<file path="config.mk">
export PLATFORM = sky130hd
export DESIGN_NAME = hazard_ctrl
export DESIGN_NICKNAME = d
export VERILOG_FILES = /design/src/rtl/pcpu_defs.sv /design/src/rtl/sat_counter.sv /design/src/rtl/hazard_ctrl.sv
export SDC_FILE = /design/constraint.sdc
export NUM_CORES = 1
export LEC_CHECK = 0
export CAP_MARGIN = 20
export CORE_ASPECT_RATIO = 0.8
export CORE_MARGIN = 2
export CORE_UTILIZATION = 45
export CTS_CLUSTER_SIZE = 24
export DETAILED_ROUTE_END_ITERATION = 8
export HOLD_SLACK_MARGIN = 0.08
export PLACE_DENSITY = 0.76
export SYNTH_ARGS = -nofsm -noshare
export SYNTH_HDL_FRONTEND = slang
export SYNTH_SLANG_ARGS = --single-unit
</file>
<file path="constraint.sdc">
create_clock -name clk -period 4.02 [get_ports clk]
set_input_delay 0.603 -clock clk [delete_from_list [all_inputs] [get_ports clk]]
set_output_delay 0.603 -clock clk [all_outputs]
set_load 0.01 [all_outputs]
</file>
<file path="src/rtl/pcpu_defs.sv">
// rtl/pcpu_defs.sv - shared pipeline definitions: hazard FSM encodings and multicycle latency default
package pcpu_defs;

    localparam int MD_LAT_DEFAULT = 8;
    localparam int MD_CNT_W       = 5;

    typedef enum logic [1:0] {
        ST_RUN     = 2'd0,
        ST_MD_WAIT = 2'd1,
        ST_MD_DONE = 2'd2
    } hz_state_t;

    // A load into r0 never creates a dependency, since r0 is hardwired to zero.
    function automatic logic load_use_hit(
        input logic       mem_read,
        input logic [4:0] rt_ex,
        input logic [4:0] rs_id,
        input logic [4:0] rt_id
    );
        return mem_read && (rt_ex != 5'd0) && ((rt_ex == rs_id) || (rt_ex == rt_id));
    endfunction

endpackage

</file>
<file path="src/rtl/sat_counter.sv">
// rtl/sat_counter.sv - saturating up-counter with synchronous clear priority
module sat_counter #(
    parameter int WIDTH = 16
) (
    input  logic             clk,
    input  logic             inc,
    input  logic             clr,
    output logic [WIDTH-1:0] count
);

    always_ff @(posedge clk) begin
        if (clr) begin
            count <= '0;
        end else if (inc && !(&count)) begin
            count <= count + 1'b1;
        end
    end

endmodule

</file>
<file path="src/rtl/hazard_ctrl.sv">
// rtl/hazard_ctrl.sv - pipeline hazard controller: load-use, multicycle mul/div stall, branch flush
module hazard_ctrl
    import pcpu_defs::*;
#(
    parameter int MD_LAT = MD_LAT_DEFAULT,
    parameter int CNT_W  = 16
) (
    input  logic             clk,
    input  logic             rst,
    input  logic             MemRead_ex_i,
    input  logic [4:0]       rt_ex_i,
    input  logic [4:0]       rs_id_i,
    input  logic [4:0]       rt_id_i,
    input  logic             branch_taken_id_i,
    input  logic             md_start_ex_i,
    input  logic             cnt_clr_i,
    output logic             PC_IFWrite_o,
    output logic             IF_flush_o,
    output logic             ID_EX_write_o,
    output logic             ID_EX_flush_o,
    output logic             EX_MEM_flush_o,
    output logic [CNT_W-1:0] stall_cnt_o
);

    // The first stall cycle is spent in RUN, so the wait state covers the remaining MD_LAT-1.
    localparam logic [MD_CNT_W-1:0] MD_LOAD = MD_CNT_W'(MD_LAT - 1);

    hz_state_t           state, state_nx;
    logic [MD_CNT_W-1:0] md_cnt, md_cnt_nx;
    logic                load_use;
    logic                resolve;

    assign load_use = load_use_hit(MemRead_ex_i, rt_ex_i, rs_id_i, rt_id_i);

    always_ff @(posedge clk) begin
        if (rst) begin
            state  <= ST_RUN;
            md_cnt <= '0;
        end else begin
            state  <= state_nx;
            md_cnt <= md_cnt_nx;
        end
    end

    always_comb begin
        PC_IFWrite_o   = 1'b1;
        IF_flush_o     = 1'b0;
        ID_EX_write_o  = 1'b1;
        ID_EX_flush_o  = 1'b0;
        EX_MEM_flush_o = 1'b0;
        state_nx       = state;
        md_cnt_nx      = md_cnt;
        resolve        = 1'b0;

        if (!rst) begin
            case (state)
                ST_RUN: begin
                    if (md_start_ex_i) begin
                        PC_IFWrite_o   = 1'b0;
                        ID_EX_write_o  = 1'b0;
                        EX_MEM_flush_o = 1'b1;
                        md_cnt_nx      = MD_LOAD;
                        state_nx       = ST_MD_WAIT;
                    end else begin
                        resolve = 1'b1;
                    end
                end
                ST_MD_WAIT: begin
                    PC_IFWrite_o   = 1'b0;
                    ID_EX_write_o  = 1'b0;
                    EX_MEM_flush_o = 1'b1;
                    md_cnt_nx      = md_cnt - 1'b1;
                    if (md_cnt <= MD_CNT_W'(1)) begin
                        state_nx = ST_MD_DONE;
                    end
                end
                ST_MD_DONE: begin
                    // The finished op may still assert md_start for this cycle; it must not restart.
                    resolve  = 1'b1;
                    state_nx = ST_RUN;
                end
                default: begin
                    state_nx = ST_RUN;
                end
            endcase

            if (resolve) begin
                if (load_use) begin
                    PC_IFWrite_o  = 1'b0;
                    ID_EX_flush_o = 1'b1;
                end else if (branch_taken_id_i) begin
                    IF_flush_o = 1'b1;
                end
            end
        end
    end

    sat_counter #(
        .WIDTH(CNT_W)
    ) u_stall_cnt (
        .clk   (clk),
        .inc   (!PC_IFWrite_o && !rst),
        .clr   (rst || cnt_clr_i),
        .count (stall_cnt_o)
    );

endmodule

</file>
* Yosys cells after proc, flatten, opt, wreduce, memory -nomap -nowiden
Index checks and enable logic that the tools add are counted.
Widths: inputs -> output; s select.
** Word-level totals
- Flip-flop bits (word level) :: 23
- Bits of input ports :: 21
- Output and inout port bits :: 21
- Logic and storage cells :: 50
** Cells by class
- $add $sub $neg :: 2
- $lt $le $gt $ge :: 1
- Eq/ne operators :: 6
- Multiplexer cells :: 23
- Reductions and logical operators :: 15
** Operators by type and width (count)
- $add 16x1->16 const B :: 1
- $reduce_and 16->1 :: 1
- $mux 1 :: 15
- $eq 5x5->1 :: 2
- $pmux 5 s2 :: 1
- $pmux 1 s2 :: 3
- $le 5x1->1 const B :: 1
- $mux 5 :: 1
- $reduce_bool 5->1 :: 1
- $sub 5x1->5 const B :: 1
- $logic_and 1x1->1 :: 4
- $mux 2 :: 2
- $ne 2x2->1 const B :: 2
- $pmux 2 s2 :: 1
- $reduce_and 2->1 :: 2
- $logic_not 1->1 :: 3
- $eq 2x1->1 const B :: 1
- $eq 2x2->1 const B :: 1
- $logic_not 2->1 :: 1
- $logic_or 1x1->1 :: 2
- $reduce_bool 2->1 :: 1

* Depth between registers and ports, before layout
- Depth in word-level cells :: 9
- Gate-level depth with buffers :: 9
- Mapped depth without buffers :: 6

* Cells and area by module
From an unflattened synthesis, not the netlist that was laid out.
** Unflattened totals
- Cells, all modules :: 162
- Area total of the unflattened synthesis :: 1390.1 um^2
** Modules (own cells, without submodules)
- sat_counter :: times used 1, cells each 96, area each 833.3 um^2, sequential area each 320.3 um^2
- hazard_ctrl :: times used 1, cells each 66, area each 556.8 um^2, sequential area each 140.1 um^2

* Worst setup path after synthesis
OpenSTA, ideal clock, no wires.
- Path kind :: input -> register
- Start point :: in rt_ex_i[1]
- End point :: reg u_stall_cnt.count[1]
- Setup time :: 128 ps
- Data arrival time :: 2076 ps
- Data required time :: 3892 ps
- Path slack :: 1816 ps
- Stages on the path :: 8
- Buffers on the path :: 2
- Cell sequence :: or4_1 o21ai_1 a311oi_1 a21oi_2 buf_2 buf_4 mux2i_1 nor2_1
** Between the ends
- Word-level cells in the longest chain between the ends :: 9
- Elaborated cells between the ends (all ways) :: 12
- Those cells by class :: eq/ne: 2; mux: 3; reduce/logical: 7
** Ends and longest elaborated chain
- start, declared :: line hazard_ctrl.sv:11 : input logic [4:0] rt_ex_i,
- $eq 5x5->1 or $reduce_bool 5->1 (tied branches) :: line pcpu_defs.sv:20 : return mem_read && (rt_ex != 5'd0) && ((rt_ex == rs_id) || (rt_ex == rt_id));
- $logic_or 1x1->1 or $logic_and 1x1->1 (tied branches) :: line pcpu_defs.sv:20
- $logic_and 1x1->1 (*) :: line pcpu_defs.sv:20
- $mux 1 (*) :: line hazard_ctrl.sv:88 : if (load_use) begin
- $mux 1 (*) :: line hazard_ctrl.sv:87 : if (resolve) begin
- $mux 1 (*) :: line hazard_ctrl.sv:55 : if (!rst) begin
- $logic_not 1->1 (*) :: line hazard_ctrl.sv:102 : .inc (!PC_IFWrite_o && !rst),
- $logic_and 1x1->1 (*) :: line hazard_ctrl.sv:102
- $logic_and 1x1->1 (*) :: line sat_counter.sv:14 : end else if (inc && !(&count)) begin
- end signal, assigned :: line sat_counter.sv:15 : count <= count + 1'b1;
- end, declared :: line sat_counter.sv:8 : output logic [WIDTH-1:0] count
Every way passes the cells marked *; elsewhere a longest branch is shown, timed or not.
A chain may end at the register's enable or synchronous reset.

* Final worst setup path
- Start point :: in rt_ex_i[1]
- End point :: out IF_flush_o
** Between the ends
- Word-level cells in the longest chain between the ends :: 6
- Elaborated cells between the ends (all ways) :: 9
- Those cells by class :: eq/ne: 2; mux: 3; reduce/logical: 4
** Ends and longest elaborated chain
- $eq 5x5->1 or $reduce_bool 5->1 (tied branches) :: line pcpu_defs.sv:20
- $logic_or 1x1->1 or $logic_and 1x1->1 (tied branches) :: line pcpu_defs.sv:20
- $logic_and 1x1->1 (*) :: line pcpu_defs.sv:20
- $mux 1 (*) :: line hazard_ctrl.sv:88
- $mux 1 (*) :: line hazard_ctrl.sv:87
- $mux 1 (*) :: line hazard_ctrl.sv:55
- end, declared :: line hazard_ctrl.sv:18 : output logic IF_flush_o,
Marked as above.

==> run metrics <==
initial antenna violation count=0; Cell Area, Synth=0.00130 mm²; DRC Markers=0; final hold violations=0; setup TNS=0 ns; GRT Total Usage=20.2%; Top FF cell, synth=dfxtp_1; Slew @ Worst Pin=0.350 ns; placed cells=234; Port-buffer cells=41; FMAX=307 MHz; post-cts hold buffer count=0; fin crit share=81.1%; sequential area share after synthesis=35.4%; largest net degree at the start of global routing=31; distinct cell type count after synthesis=41; most used cell, CP=clkdlybuf4s50_1; placed wire-length estimate=2470 µm; antenna cells=0; Longest Clk Path Bufs=2; row cnt=17; proportion of layout cells with a drive suffix above 1=5.00%; final setup vio count=0; Worst Skew=0.00926 ns; Slew HR=76.4%; num ports=42; CP max-delay cell=or4_1; Worst-path clk slew=0.14 ns; PwrDens=264 mW/mm²; Final WS setup=0.760 ns; Syn Area/Cell=8.07 µm²; Worst path max stage delay=0.53 ns; Slew Limit Fails=0; status=finished clean; global-route wire length before repair=5400 µm; maximum vdd drop=0.135 mV; Initial Utilization=47.4%; total number of vias=1300; die height=52.1 µm; CP top delay family=buffers and inverters; HP Class=reg2reg; Core Region=0.00274 mm²; die area=0.00334 mm²; number of global-route vias before repair=1251; share of the synthesized area in the top cell type=35.4%; Syn-to-layout area delta=34.8%; commonest cells in the synthesized netlist=dfxtp_1, a21oi_1, nor2_1; Net Count, Synth=185; TritonRoute pass-1 iters=4; nets=225; Core Util, Final=63.9%; Detail Route Antenna Nets=0; ys async rst share=0%; maxcap violations=0; FF+latch count, synth=23; CTS sink cnt=23; Synth warnings=0; die width=64.1 µm; Root Buffer=clkbuf_4; RSZ-0062 raised after global routing=false; gp weighted congestion=0.810; htree depth=1; WL/cell=13.7 µm; type of origin of the critical path=primary input; top post-synthesis cells by area=dfxtp_1, xnor2_1, a21oi_1; CTS tree=yes; critical path type=in2out; CP Capture Type=primary output; Post-synth EDFFs=0; CP required=3.42 ns; CTS resizes=0; leading area contributor after synthesis=dfxtp_1; pre-CTS setup slack=0.769 ns; Final Instance Count excl. Fillers=238; setup bufs post-CTS=0; total CTS buffers=3; grt total ovfl=0; WP data arrival=2.66 ns; crit-path cells=clkdlybuf4s50_1 > or4_1 > o21ai_1 > nand2b_1 > and3_1 > clkdlybuf4s50_1; Worst Path Buf+Inv=2; initial DRC count=60; Leak=0.568 nW; via/cell ratio=5.46; WL final=3260 µm; most frequent cell after synthesis=dfxtp_1; crit-path max FO=3; insertion delay to the later sink of the worst-skew pair=0.32 ns; Post-Syn Instances=161; min cycle time layout=3.26 ns
[per-stage QoR]
| step | hold slack, ns | instance area [µm²] | power [mW] |
|---|---|---|---|
| after floorplan | 0.462 | 1300 | 0.314 |
| after global placement | 0.483 | 1730 | 0.353 |
| after detailed placement | 0.495 | 1730 | 0.356 |
| after CTS | 0.513 | 1750 | 0.464 |
| after global routing | 0.559 | 1750 | 0.485 |
| final | 0.509 | 1750 | 0.462 |
[where the power goes]
| part | leakage, nW | switching [mW] | internal (mW) |
|---|---|---|---|
| registers | 0.187 | 0.0114 | 0.236 |
| clock network | 0.0177 | 0.0733 | 0.0372 |
| logic | 0.364 | 0.0502 | 0.0535 |
[routing by layer]
| metal | GRT usage (%) | up-vias | part of all wire (%) |
|---|---|---|---|
| li1 | - | 666 | - |
| met1 | 26.6 | 612 | 50 |
| met2 | 34.7 | 22 | 47 |
| met3 | 5.41 | 0 | 3.2 |
| met4 | 1.42 | 0 | 0 |
| met5 | 0 | - | 0 |
[cell type report]
| type | instances | area (µm²) |
|---|---|---|
| clock buffer | 3 | 22.5 |
| fill | 233 | 991 |
| clock inverter | 1 | 5.00 |
| tap | 38 | 47.5 |
| sequential | 23 | 460 |
| multi-input combinational | 125 | 777 |
| timing repair buffer | 42 | 418 |
| inverter | 6 | 22.5 |
[cell usage in the layout, fill, tap and decap left out, types with 2 or more instances in the layout]
cell,instances
nand4_1,4
a211oi_1,2
nand3_1,10
or3_1,9
or4_1,6
clkdlybuf4s50_1,41
nor2_1,12
and3_1,3
clkbuf_4,3
xnor2_1,10
ha_1,3
a21oi_1,17
nand2_1,9
inv_1,6
o21ai_0,6
o21ai_1,6
nor2b_1,2
dfxtp_1,23
o31ai_1,6
a31oi_1,2
[logic make-up (layout without fill, tap and decap cells)]
kind of cell | Yosys count | count (layout) | share of synthesized area, %
XOR/XNOR | 11 | 11 | 7.41
multiplexers | 1 | 1 | 0.770
adder cells (fa/ha/maj) | 3 | 3 | 2.89
flip-flops | 23 | 23 | 35.4
AND/OR/NAND/NOR | 64 | 64 | 27.4
AO/OA/AOI/OAI | 46 | 46 | 21.3
buffers and inverters | 13 | 52 | 4.81
[final timing paths]
path | startpoint | end | slack, ns | cells after the start
worst min register to register | md_cnt[4] | md_cnt[4] | 0.51 | 2
worst min-delay path | md_cnt[4] | md_cnt[4] | 0.51 | 2
worst max-delay path | rt_ex_i[1] | IF_flush_o | 0.76 | 6
worst max register to register | u_stall_cnt.count[0] | u_stall_cnt.count[9] | 1.81 | 7
[registers in the layout, summed over array words and instances (netlist names)]
name,count
u_stall_cnt.count,16
md_cnt,5
state,2
[tightest hold or removal path, stage by stage, from the launching register on]
cell,delay (ns)
dfxtp_1,0.36
nand2_1,0.06
a21oi_1,0.06
(Power assumes the default switching activity.)
